[config.mk]
export PLATFORM = sky130hd
export DESIGN_NAME = pipeline_hazard_ctrl
export DESIGN_NICKNAME = d
export VERILOG_FILES = /design/src/rtl/pipeline_hazard_ctrl_pkg.sv /design/src/rtl/pipeline_hazard_ctrl_fwd_select.sv /design/src/rtl/pipeline_hazard_ctrl.sv
export SDC_FILE = /design/constraint.sdc
export NUM_CORES = 1
export LEC_CHECK = 0
export CAP_MARGIN = 20
export CORE_ASPECT_RATIO = 1.1
export CORE_MARGIN = 2
export CORE_UTILIZATION = 43
export CTS_CLUSTER_DIAMETER = 120
export DETAILED_ROUTE_END_ITERATION = 10
export PLACE_DENSITY = 0.81
export REMOVE_ABC_BUFFERS = 1
export SYNTH_ARGS = -nofsm -noshare
export SYNTH_HDL_FRONTEND = slang
export SYNTH_SLANG_ARGS = --single-unit
[constraint.sdc]
create_clock -name clk -period 2.4 [get_ports clk]
set_input_delay 0.36 -clock clk [delete_from_list [all_inputs] [get_ports clk]]
set_output_delay 0.36 -clock clk [all_outputs]
set_load 0.02 [all_outputs]
[src/rtl/pipeline_hazard_ctrl_pkg.sv]
// rtl/pipeline_hazard_ctrl_pkg.sv - shared constants and types for the pipeline hazard controller
//
// Forwarding source codes, stage bit indices and FSM state encodings used by
// pipeline_hazard_ctrl and fwd_select.
package pipeline_hazard_ctrl_pkg;

    // Operand forwarding source selects
    localparam logic [1:0] FWD_REG      = 2'd0;
    localparam logic [1:0] FWD_EXE_ALU  = 2'd1;
    localparam logic [1:0] FWD_MEM_ALU  = 2'd2;
    localparam logic [1:0] FWD_MEM_LOAD = 2'd3;

    // Bit positions inside stage_en / stage_rst
    localparam int NUM_STAGES = 5;
    localparam int STG_IF     = 0;
    localparam int STG_ID     = 1;
    localparam int STG_EX     = 2;
    localparam int STG_MEM    = 3;
    localparam int STG_WB     = 4;

    // Load-use stall FSM
    typedef enum logic {
        ST_RUN    = 1'b0,
        ST_LSTALL = 1'b1
    } hz_state_e;

endpackage

[src/rtl/pipeline_hazard_ctrl_fwd_select.sv]
// rtl/pipeline_hazard_ctrl_fwd_select.sv - one operand's forwarding match and priority logic
//
// Ports:
//   src_addr_i                source register read by the ID instruction
//   exe_addr_i/exe_wen_i      destination and write enable of the EXE instruction
//   exe_is_load_i             EXE instruction is a load
//   mem_addr_i/mem_wen_i      destination and write enable of the MEM instruction
//   mem_is_load_i             MEM instruction is a load
//   sel_o                     forwarding source code (FWD_*)
module fwd_select
    import pipeline_hazard_ctrl_pkg::*;
#(
    parameter int ADDR_W = 5
) (
    input  logic [ADDR_W-1:0] src_addr_i,
    input  logic [ADDR_W-1:0] exe_addr_i,
    input  logic              exe_wen_i,
    input  logic              exe_is_load_i,
    input  logic [ADDR_W-1:0] mem_addr_i,
    input  logic              mem_wen_i,
    input  logic              mem_is_load_i,
    output logic [1:0]        sel_o
);

    logic exe_hit;
    logic mem_hit;

    // Register 0 is hard-wired zero, so it never matches.
    assign exe_hit = exe_wen_i && (exe_addr_i != '0) && (exe_addr_i == src_addr_i);
    assign mem_hit = mem_wen_i && (mem_addr_i != '0) && (mem_addr_i == src_addr_i);

    always_comb begin
        sel_o = FWD_REG;
        if (exe_hit) begin
            // A load in EXE has no data yet; the load-use stall covers this
            // case, and the older MEM value must not shadow the newer write.
            sel_o = exe_is_load_i ? FWD_REG : FWD_EXE_ALU;
        end else if (mem_hit) begin
            sel_o = mem_is_load_i ? FWD_MEM_LOAD : FWD_MEM_ALU;
        end
    end

endmodule

[src/rtl/pipeline_hazard_ctrl.sv]
// rtl/pipeline_hazard_ctrl.sv - hazard, forwarding and stage-control unit for the 5-stage pipeline
//
// Ports:
//   clk, rst                        clock, synchronous active-low reset
//   id_rs_addr/id_rt_addr           ID source registers, with id_rs_used/id_rt_used
//   id_is_store, id_branch_taken    ID instruction is a store / branch resolved taken
//   exe_*/mem_*                     destination, write enable and load flag of EXE / MEM
//   mem_req, mem_ack                data-memory request / completion (freeze while pending)
//   debug_en, debug_step            debug halt enable and single-step request level
//   fwd_a_ctrl, fwd_b_ctrl, fwd_m   operand and store-data forwarding selects
//   stage_en, stage_rst             per-stage enable and bubble, bit 0 IF .. bit 4 WB
//   stall_cycles                    saturating count of load-stall and freeze cycles
module pipeline_hazard_ctrl
    import pipeline_hazard_ctrl_pkg::*;
#(
    parameter int ADDR_W     = 5,
    parameter int LOAD_LAT   = 1,
    parameter int DELAY_SLOT = 0,
    parameter int CNT_W      = 16
) (
    input  logic                  clk,
    input  logic                  rst,
    input  logic [ADDR_W-1:0]     id_rs_addr,
    input  logic [ADDR_W-1:0]     id_rt_addr,
    input  logic                  id_rs_used,
    input  logic                  id_rt_used,
    input  logic                  id_is_store,
    input  logic                  id_branch_taken,
    input  logic [ADDR_W-1:0]     exe_regw_addr,
    input  logic [ADDR_W-1:0]     mem_regw_addr,
    input  logic                  exe_wb_wen,
    input  logic                  mem_wb_wen,
    input  logic                  exe_is_load,
    input  logic                  mem_is_load,
    input  logic                  mem_req,
    input  logic                  mem_ack,
    input  logic                  debug_en,
    input  logic                  debug_step,
    output logic [1:0]            fwd_a_ctrl,
    output logic [1:0]            fwd_b_ctrl,
    output logic                  fwd_m,
    output logic [NUM_STAGES-1:0] stage_en,
    output logic [NUM_STAGES-1:0] stage_rst,
    output logic [CNT_W-1:0]      stall_cycles
);

    // First LSTALL cycle follows the detect cycle, so the remaining count
    // starts two below the bubble count.
    localparam logic [2:0] CNT_INIT = 3'((LOAD_LAT > 1) ? (LOAD_LAT - 2) : 0);

    hz_state_e        state_q;
    logic [2:0]       cnt_q;
    logic             debug_step_prev_q;
    logic [CNT_W-1:0] stall_cycles_q;
    logic [CNT_W-1:0] stall_cycles_d;

    logic [1:0] fwd_a_sel;
    logic [1:0] fwd_b_sel;
    logic       freeze;
    logic       step_edge;
    logic       dbg_halt;
    logic       advance;
    logic       rs_hit;
    logic       rt_hit;
    logic       hz;
    logic       stall_act;
    logic       fwd_m_raw;

    fwd_select #(.ADDR_W(ADDR_W)) u_fwd_a (
        .src_addr_i    (id_rs_addr),
        .exe_addr_i    (exe_regw_addr),
        .exe_wen_i     (exe_wb_wen),
        .exe_is_load_i (exe_is_load),
        .mem_addr_i    (mem_regw_addr),
        .mem_wen_i     (mem_wb_wen),
        .mem_is_load_i (mem_is_load),
        .sel_o         (fwd_a_sel)
    );

    fwd_select #(.ADDR_W(ADDR_W)) u_fwd_b (
        .src_addr_i    (id_rt_addr),
        .exe_addr_i    (exe_regw_addr),
        .exe_wen_i     (exe_wb_wen),
        .exe_is_load_i (exe_is_load),
        .mem_addr_i    (mem_regw_addr),
        .mem_wen_i     (mem_wb_wen),
        .mem_is_load_i (mem_is_load),
        .sel_o         (fwd_b_sel)
    );

    assign freeze    = mem_req & ~mem_ack;
    assign step_edge = debug_step & ~debug_step_prev_q;
    assign dbg_halt  = debug_en & ~step_edge;
    assign advance   = ~freeze & ~dbg_halt;

    // Store data (rt) of a SW can take the load result late in MEM, so an
    // rt match on a store is handled by fwd_m instead of a stall.
    assign rs_hit = id_rs_used & (id_rs_addr == exe_regw_addr);
    assign rt_hit = id_rt_used & ~id_is_store & (id_rt_addr == exe_regw_addr);
    assign hz     = exe_is_load & exe_wb_wen & (exe_regw_addr != '0) & (rs_hit | rt_hit);

    assign fwd_m_raw = id_is_store & id_rt_used & exe_is_load & exe_wb_wen
                     & (exe_regw_addr == id_rt_addr) & (id_rt_addr != '0);

    assign stall_act = advance & (((state_q == ST_RUN) & hz) | (state_q == ST_LSTALL));

    assign stall_cycles_d = ((stall_act | freeze) && (stall_cycles_q != '1))
                          ? stall_cycles_q + 1'b1 : stall_cycles_q;

    always_comb begin
        stage_en  = '1;
        stage_rst = '0;
        if (!rst) begin
            stage_rst = '1;
        end else if (!advance) begin
            // Freeze and debug halt hold every stage without inserting bubbles.
            stage_en = '0;
        end else if (stall_act) begin
            stage_en[STG_IF]  = 1'b0;
            stage_en[STG_ID]  = 1'b0;
            stage_rst[STG_EX] = 1'b1;
        end else if (id_branch_taken && (DELAY_SLOT == 0)) begin
            stage_rst[STG_ID] = 1'b1;
        end
    end

    assign fwd_a_ctrl   = rst ? fwd_a_sel : FWD_REG;
    assign fwd_b_ctrl   = rst ? fwd_b_sel : FWD_REG;
    assign fwd_m        = rst & fwd_m_raw;
    assign stall_cycles = stall_cycles_q;

    always_ff @(posedge clk) begin
        if (!rst) begin
            state_q           <= ST_RUN;
            cnt_q             <= '0;
            debug_step_prev_q <= 1'b0;
            stall_cycles_q    <= '0;
        end else begin
            debug_step_prev_q <= debug_step;
            stall_cycles_q    <= stall_cycles_d;
            if (advance) begin
                case (state_q)
                    ST_RUN: begin
                        if (hz && (LOAD_LAT > 1)) begin
                            state_q <= ST_LSTALL;
                            cnt_q   <= CNT_INIT;
                        end
                    end
                    ST_LSTALL: begin
                        if (cnt_q == '0) begin
                            state_q <= ST_RUN;
                        end else begin
                            cnt_q <= cnt_q - 1'b1;
                        end
                    end
                    default: state_q <= ST_RUN;
                endcase
            end
        end
    end

endmodule

==> results of run 1 <==
[layout make-up]
cell class,count,area share (%)
clock buffer,3,0.920
clock inverter,1,0.204
inverter,8,1.23
multi-input combinational,147,44.4
sequential,21,17.2
tap,48,2.45
timing repair buffer,92,33.6
[worst reg2reg max path, delay by kind of cell (launching register included)]
family	cells	cell delay (ns)
AO/OA/AOI/OAI	2	0.41
flip-flops	1	0.45
multiplexers	1	0.19
AND/OR/NAND/NOR	4	0.80
[cells in the final DEF (no fill, tap or decap), drive strengths merged, types with 3 or more instances in the layout]
cell type,count
and3,5
nor4,3
nand4,5
buf,35
dlygate4sd2,13
nor2,12
nand2,19
nand3,8
clkbuf,6
xnor2,4
a21oi,9
or4,5
clkdlybuf4s50,37
clkdlybuf4s15,3
xor2,18
o21ai,9
dfxtp,21
mux2i,10
and2,4
ha,3
inv,8
nand2b,11
[sequential cells by signal, indices dropped and copies added (netlist names)]
name               cells
state_q                1
cnt_q                  3
debug_step_prev_q      1
stall_cycles          16
[through the flow]
step | util [%] | setup slack, ns | cell area, um2 | cells
3_5_place_dp | 68.8 | -0.790 | 2330 | 311
6_report | 72.3 | 0.0385 | 2450 | 320
5_1_grt | 72.3 | -0.0203 | 2450 | 320
4_1_cts | 70.6 | 0.0105 | 2390 | 317
3_3_place_gp | 68.8 | -0.752 | 2330 | 311
2_1_floorplan | - | -0.325 | 1460 | 176
[path summary, 6_finish.rpt]
path	startpoint	to	slack, ns	cells after the start
worst max-delay path	mem_regw_addr[0]	fwd_b_ctrl[0]	0.04	7
worst min-delay path	stall_cycles[11]	stall_cycles[11]	0.50	2
worst max register to register	stall_cycles[2]	stall_cycles[6]	0.50	7
worst min register to register	stall_cycles[11]	stall_cycles[11]	0.50	2
[metal layers]
metal  global-route usage [%]  up-vias  part of all wire, %
met4                     7.88        0                  1.3
met5                        0        -                    0
li1                         -      825                    -
met1                     24.2      771                   42
met3                     2.72        8                  6.6
met2                     41.3       53                   50
[cells by family after synthesis]
logic type                 count (synthesis)
and+or+nand+nor                           83
xor gates and xnor gates                  22
DFF                                       21
buffers and inverters                     19
adders and majority gates                  3
AOI/OAI and AO/OA                         29
muxes                                     10
[power by group]
group	total (mW)	internal (mW)	switching, mW
registers	0.354	0.352	0.00274
logic	0.237	0.121	0.116
clock network	0.169	0.0622	0.107
[repair_timing]
item	in CTS	in global routing
buffers inserted	2	3
endpoints found under the setup margin	9	10
hold endpoints to repair	0	0
resized for setup	73	15
pin swaps	11	9
==> out/qor.yml, run 1 <==
status:
  outcome: "complete, no violations"
finish:
  syn2layout_area_growth_pct: 60.0
  drive_above_1_share_pct: 22.4
  regArea_um2: 420
  fillCellCount: 296
  fin_nets: 310
  diodes: 0
  multiInputGateArea_um2: 1090
global_routing:
  antenna_found_initial: 0
  grt_usage_pct: 21.9
  grt.overflow.total: 0
  grt_start_max_net_pins: 27
  grt_pass1_vias: 1624
  grt_pass1_wl_mm: 6.86
logic_synthesis:
  synthFlopType: "dfxtp_1"
  synth.distinct_cells: 40
  seq_area_frac_synth_pct: 27.5
  synth_edf_count: 0
  ys_ff_latch: 21
  ys_warn_count: 0
  synth.most_common_cell: "dfxtp_1"
  synth_top_cell_area_share_pct: 27.5
  syn_area_um2: 1530
  synth_xor_area_share_pct: 12.6
  synth_fa_ha_area_share_pct: 2.45
  synth_compound_area_share_pct: 13.7
  yosysTopAreaCell: "dfxtp_1"
  async_reset_ff_share_pct: 0
  muxShareOfSynthArea_pct: 6.54
  avgSynthCellArea_um2: 8.18
  yosys-top-cells-area: "dfxtp_1 (27%), xor2_1 (10%), mux2i_1 (6.5%), nand2_1 (4.7%), nand2b_1 (4.5%)"
  synth_top_family_by_area: "simple AND/OR/NAND/NOR gates"
  netlist_instances: 187
  synth_common_cells: "dfxtp_1 (21), nand2_1 (19), xor2_1 (18), nor2_1 (12), nand2b_1 (11)"
  synth-simple-area-share_pct: 30.3
detailed_routing:
  post-route-drc-count: 0
  viasPerCell: 5.18
  final_antenna_net_count: 0
  vias: 1657
  post_drt_wl_per_cell_um: 14.4
  first_pass_iters: 4
  drtIter0Drc: 52
  wl_mm: 4.60
floorplanning:
  die_h_um: 66.6
  die_area_um2: 4050
  io_pins: 65
  die_w_um: 60.9
  core_area_um2: 3390
  fp-row-count: 22
  start_util_pct: 45.2
clocking:
  path_clk_slew_ns: 0.12
  cts_sinks: 21
  cts_buffers: 3
  clk_latency_ns: 0.31
  cts-root-buf: "clkbuf_4"
  htreeDepth: 1
  cts_max_path_buffers: 2
  cts_tree: "done"
  holdBufCountCts: 0
min_path:
  hp-class: "register to register"
sta:
  final-setup-viol-count: 0
  slew_headroom_pct: 78.4
  fin_tns_setup_ns: 0
  fin_crit_sh_pct: 98.4
  max_freq_mhz: 423
  min_period_ns: 2.36
  hold_viol: 0
  clock_skew_ns: 0.0176
  finalMaxSlewViolations: 0
  hold_slack_ns: 0.499
  worstMarginPinSlew_ns: 0.323
placement:
  io_buffers: 64
  dp_hpwl_mm: 3.41
  place_congestion: 0.908
critical_path:
  crit_path_top_delay_cell: "or4_1"
  path_max_fanout: 2
  required_ns: 2.04
  crit_arrival_ns: 2.00
  cp_num_buf_inv: 2
  worstSetupEndpointType: "primary output"
  path_cells: "dlygate4sd2_1, or4_1, o211ai_1, or4_1, nor4_4, a22o_1, buf_6"
  crit_top_cell: "or4_1"
  crit_type: "input port to primary output"
  slowest_delay_ns: 0.51
  worstSetupStartpointType: "input port"
  critical-path-top-delay-family: "simple AND/OR/NAND/NOR gates"
power:
  leakage_nw: 1.01
  total_power_mw: 0.760
  peakVddDrop_mv: 0.270
  p_per_area_nw_per_um2: 310
flow_run:
  cap_viol_max_count: 0
(Power assumes the default switching activity.)
==> run 2, diff against run 1 <==
- clock period: 2.4 -> 2.2 ns (I/O delays scaled with it)
==> run 2 against run 1 <==
The flow now finishes with violations (negative setup slack). Clock power grew 8%. Worst setup slack lost 0.049 ns. Die area is the same. Sequential share of layout area shrank 0.17 points. Register-to-register slack lost 0.25 ns. Utilization grew 0.74 points. Via count grew 3.9%. Global-route usage grew 2.5 points.
==> out/qor.yml, run 2 (synthesis gave the netlist of run 1 again) <==
detailed_routing:
  vias: 1721  # +3.9%
  post-route-drc-count: 0  # unchanged
  post_drt_wl_per_cell_um: 15.2  # +5.9%
  viasPerCell: 5.31  # +2.6%
  drtIter0Drc: 86  # +65%
  final_antenna_net_count: 0  # unchanged
  first_pass_iters: 4  # unchanged
  wl_mm: 4.93  # +7.2%
critical_path:
  crit_top_cell: "or4_4"
  path_cells: "buf_2, or4_4, o211ai_1, buf_4, or4_4, nor4_4, a22o_1, buf_6"
  path_max_fanout: 2  # unchanged
  required_ns: 1.87  # -0.17 ns
  critical-path-top-delay-family: "simple AND/OR/NAND/NOR gates"
  crit_arrival_ns: 1.88  # -0.12 ns
  worstSetupStartpointType: "input port"
  crit_type: "input port to primary output"
  crit_path_top_delay_cell: "or4_4"
  slowest_delay_ns: 0.53  # +0.02 ns
  cp_num_buf_inv: 3  # +1
  ff2ff_setup_slack_ns: 0.25  # -0.25 ns
  worstSetupEndpointType: "primary output"
finish:
  final_cell_mix: "clkdlybuf4s50_1 (33), buf_4 (29), dfxtp_1 (21)"
  syn2layout_area_growth_pct: 61.7
  diodes: 0  # unchanged
  multiInputGateArea_um2: 1090  # +0.69%
  drive_above_1_share_pct: 29.3  # +6.9 points
  fillCellCount: 270  # -8.8%
  regArea_um2: 420  # unchanged
  fin_nets: 314  # +1.3%
  fin_cells: 324  # +1.3%
  largest_register_ffs: 16  # unchanged
  final_common_cell: "clkdlybuf4s50_1"
floorplanning:
  die_w_um: 60.9  # unchanged
  start_util_pct: 45.2  # unchanged
  core_area_um2: 3390  # unchanged
  fp-row-count: 22  # unchanged
  io_pins: 65  # unchanged
  die_area_um2: 4050  # unchanged
  die_h_um: 66.6  # unchanged
clocking:
  htreeDepth: 1  # unchanged
  clk_latency_ns: 0.30  # about the same
  cts-root-buf: "clkbuf_4"
  holdBufCountCts: 0  # unchanged
  cts_buffers: 3  # unchanged
  cts_max_path_buffers: 2  # unchanged
  path_clk_slew_ns: 0.11  # about the same
  cts_sinks: 21  # unchanged
  cts_tree: "done"
global_routing:
  grt_start_max_net_pins: 27  # unchanged
  grt_usage_pct: 24.4  # +2.5 points
  grt_pass1_wl_mm: 7.47  # +8.9%
  grt.overflow.total: 0  # unchanged
  antenna_found_initial: 0  # unchanged
  grt_pass1_vias: 1642  # +1.1%
placement:
  io_buffers: 64  # unchanged
  place_congestion: 0.911  # +0.33%
  dp_hpwl_mm: 3.43  # +0.68%
  dp_cells: 314  # +0.96%
  dpl_worst_slack_ns: -0.954  # -0.164 ns
sta:
  fin_crit_sh_pct: 100
  max_freq_mhz: 452
  min_period_ns: 2.21
  slew_headroom_pct: 76.9  # -1.5 points
  worstMarginPinSlew_ns: 0.346  # +0.0228 ns
  final-setup-viol-count: 1  # +1
  rsz0062_at_grt: "yes"
  clock_skew_ns: 0.000556  # -0.0171 ns
  finalMaxSlewViolations: 0  # unchanged
  hold_viol: 0  # unchanged
  final.setup.worst_slack_ns: -0.0107  # -0.0492 ns
status:
  violations: "negative setup slack"
  outcome: "finished, violations left"
power:
  peakVddDrop_mv: 0.365  # +35%
  p_per_area_nw_per_um2: 339  # +9.2%
  total_power_mw: 0.839  # +10%
  leakage_nw: 1.04  # +2.3%
min_path:
  hp-class: "register to register"
flow_run:
  cap_viol_max_count: 0  # unchanged
==> run 2: changes by cell type in the layout (fill, tap and decap cells not counted), moves of 4 or more <==
cell	delta
dlygate4sd2_1	-7
buf_2	+6
buf_4	+5
buf_6	+4
clkdlybuf4s50_1	-4
==> run 2: worst paths after layout <==
check	startpoint	endpoint	cells after the start
worst max-delay path	mem_regw_addr[3]	fwd_b_ctrl[0]	8
worst min-delay path	stall_cycles[11]	stall_cycles[11]	2
worst min register to register	stall_cycles[11]	stall_cycles[11]	2
worst max register to register	debug_step_prev_q	stall_cycles[2]	9
==> run 2: through the flow <==
| step | hold slack [ns] | setup TNS, ns | cell area (um2) | util, % |
|---|---|---|---|---|
| 2_1_floorplan | 0.438 | -0.818 | 1460 | - |
| 3_3_place_gp | 0.455 | -9.31 | 2350 | 69.4 |
| 3_5_place_dp | 0.468 | -10.23 | 2350 | 69.4 |
| 4_1_cts | 0.501 | 0 | 2430 | 71.7 |
| 5_1_grt | 0.531 | -0.249 | 2470 | 73.1 |
| 6_report | 0.495 | -0.0107 | 2470 | 73.1 |
==> run 2: report_power, final <==
group / internal (mW) / leakage (nW) / switching (mW)
sequential: 0.384 / 0.170 / 0.00280
clock: 0.0707 / 0.0150 / 0.111
combinational: 0.138 / 0.852 / 0.132
==> run 2: metal layers <==
layer,part of all wire [%],global-route usage [%],vias to the layer above
met1,40,27.9,793
met2,50,44.1,83
met3,7.4,3.50,14
li1,-,-,831
met4,3.0,10.3,0
met5,0,0,-
==> run 2: timing repair <==
item | in CTS | in global routing
cloned | 0 | 0
setup buffers | 3 | 3
endpoints found under the setup margin | 15 | 12
resized for setup | 115 | 19
pin swaps | 13 | 11
==> run 2: final cells by class <==
cell class	instances	share of cell area (%)
timing repair buffer	96	34.0
sequential	21	17.0
tap	48	2.43
clock buffer	4	1.06
inverter	8	1.21
multi-input combinational	147	44.3
==> run 2: worst min-delay path: stages (launching register included) <==
cell and delay [ns]:
dfxtp_1 0.35, nand2_1 0.06, mux2i_1 0.05
==> run 3, diff against run 2 <==
- RECOVER_POWER: unset -> 25
- SKIP_LAST_GASP: unset -> 1
==> run 3 against run 2 <==
Power down 0.14%. Sequential share of layout area about the same. Worst setup slack worse by 0.053 ns. Highest routed layer unchanged. Clock skew up 0.0024 ns. Cell count unchanged. Global-route usage up 0.079 points. Design area up 0.15%. Sequential power about the same. Critical path depth down 1. Hold slack better by 0.00097 ns. The flow still finishes with violations (negative setup slack).
==> out/qor.yml, run 3 (synthesis gave the netlist of run 1 again) <==
status:
  outcome: "finished, violations left"
  violations: "negative setup slack"
sta:
  hold_viol: 0  # unchanged
  max_freq_mhz: 442  # -2.4%
  min_period_ns: 2.26  # +0.0535 ns
  final-setup-viol-count: 2  # +1
  final.setup.worst_slack_ns: -0.0642  # -0.0535 ns
  clock_skew_ns: 0.00291  # +0.00236 ns
  rsz0062_at_grt: "yes"
  slew_headroom_pct: 77.3  # +0.42 points
  finalMaxSlewViolations: 0  # unchanged
  fin_crit_sh_pct: 103  # +2.4 points
  hold_slack_ns: 0.496  # +0.000970 ns
  worstMarginPinSlew_ns: 0.340  # -0.00629 ns
finish:
  largest_register_ffs: 16  # unchanged
  drive_above_1_share_pct: 27.2  # -2.2 points
  final_cell_mix: "clkdlybuf4s50_1 (33), buf_4 (29), dfxtp_1 (21)"
  multiInputGateArea_um2: 1090  # -0.57%
  final_common_cell: "clkdlybuf4s50_1"
  fin_nets: 314  # unchanged
  fin_cells: 324  # unchanged
  diodes: 0  # unchanged
  syn2layout_area_growth_pct: 61.9
  fin_util_pct: 73.2  # +0.11 points
  regArea_um2: 420  # unchanged
  fillCellCount: 267  # -1.1%
  final_cell_area_um2: 2480  # +0.15%
floorplanning:
  core_area_um2: 3390  # unchanged
  die_h_um: 66.6  # unchanged
  io_pins: 65  # unchanged
  die_area_um2: 4050  # unchanged
  die_w_um: 60.9  # unchanged
  fp-row-count: 22  # unchanged
  start_util_pct: 45.2  # unchanged
detailed_routing:
  first_pass_iters: 4  # unchanged
  post-route-drc-count: 0  # unchanged
  viasPerCell: 5.29  # -0.41%
  drtIter0Drc: 82  # -4.7%
  final_antenna_net_count: 0  # unchanged
  wl_mm: 4.87  # -1.3%
  drt-met1-wl_mm: 1.99  # +1.1%
  post_drt_wl_per_cell_um: 15.0  # -1.3%
  wl_met2_mm: 2.43  # -0.90%
  vias: 1714  # -0.41%
  dr_wl_met3_um: 347  # -4.7%
  maxUsedRoutingLayer: "met4"
clocking:
  cts_max_path_buffers: 2  # unchanged
  cts_buffers: 3  # unchanged
  path_clk_slew_ns: 0.11  # about the same
  holdBufCountCts: 0  # unchanged
  cts_sinks: 21  # unchanged
  cts-root-buf: "clkbuf_4"
  htreeDepth: 1  # unchanged
  cts_tree: "done"
  clk_latency_ns: 0.30  # about the same
global_routing:
  grt_start_max_net_pins: 27  # unchanged
  grt_pass1_wl_mm: 7.49  # +0.28%
  grt.overflow.total: 0  # unchanged
  grt_usage_pct: 24.5  # +0.079 points
  grt_pass1_vias: 1644  # +0.12%
  antenna_found_initial: 0  # unchanged
power:
  peakVddDrop_mv: 0.365  # about the same
  leakage_nw: 1.04  # +0.22%
  p_per_area_nw_per_um2: 338  # -0.29%
placement:
  io_buffers: 64  # unchanged
  place_congestion: 0.911  # unchanged
  dp_cells: 314  # unchanged
  place_area_um2: 2350  # unchanged
  dp_hpwl_mm: 3.43  # unchanged
min_path:
  hp-class: "register to register"
flow_run:
  cap_viol_max_count: 0  # unchanged
critical_path:
  path_max_fanout: 2  # unchanged
  required_ns: 1.87  # about the same
  crit_arrival_ns: 1.93  # +0.05 ns
  worstSetupStartpointType: "input port"
  crit_type: "input port to primary output"
  worstSetupEndpointType: "primary output"
==> run 3: worst paths after layout <==
path	start	endpoint	slack [ns]	cells past startpoint
setup reg to reg	debug_step_prev_q	stall_cycles[2]	0.26	9
hold reg to reg	stall_cycles[11]	stall_cycles[11]	0.50	2
setup / recovery	exe_regw_addr[1]	fwd_a_ctrl[0]	-0.06	7
hold / removal	stall_cycles[11]	stall_cycles[11]	0.50	2
==> run 3: worst max-delay path: stages <==
cell	delay (ns)
buf_6	0.10
or4_4	0.53
o21a_1	0.23
and3_4	0.17
nor4_4	0.28
a22o_1	0.18
buf_6	0.12
==> run 3: final cells by class <==
type                            count  area share [%]
Tap cell                           48            2.42
Sequential cell                    21            17.0
Timing Repair Buffer               96            34.4
Clock buffer                        4            1.06
Multi-Input combinational cell    147            43.9
Inverter                            8            1.21
==> run 3: report_power, final <==
group	internal [mW]	total (mW)	switching [mW]
registers	0.384	0.386	0.00279
logic	0.138	0.268	0.131
clock network	0.0707	0.183	0.112
total	0.592	0.838	0.246
==> run 3: metrics by stage <==
stage | total power, mW | setup TNS, ns | setup WS (ns)
5_1_grt | 0.877 | -0.369 | -0.127
6_report | 0.838 | -0.117 | -0.0642
3_3_place_gp | 0.641 | -9.31 | -0.891
4_1_cts | 0.833 | -0.0708 | -0.0708
3_5_place_dp | 0.646 | -10.23 | -0.954
2_1_floorplan | 0.485 | -0.818 | -0.465
==> run 3: layer usage <==
metal	GRT usage, %	vias up
met3	3.50	10
met1	27.9	789
met5	0	-
met4	10.3	0
li1	-	834
met2	44.4	81
==> run 3: what timing repair did <==
action,CTS,global route
endpoints found under the hold margin,0,0
endpoints found under the setup margin,15,12
gates resized for setup,110,11
pin swaps,13,13
buffers inserted,3,3
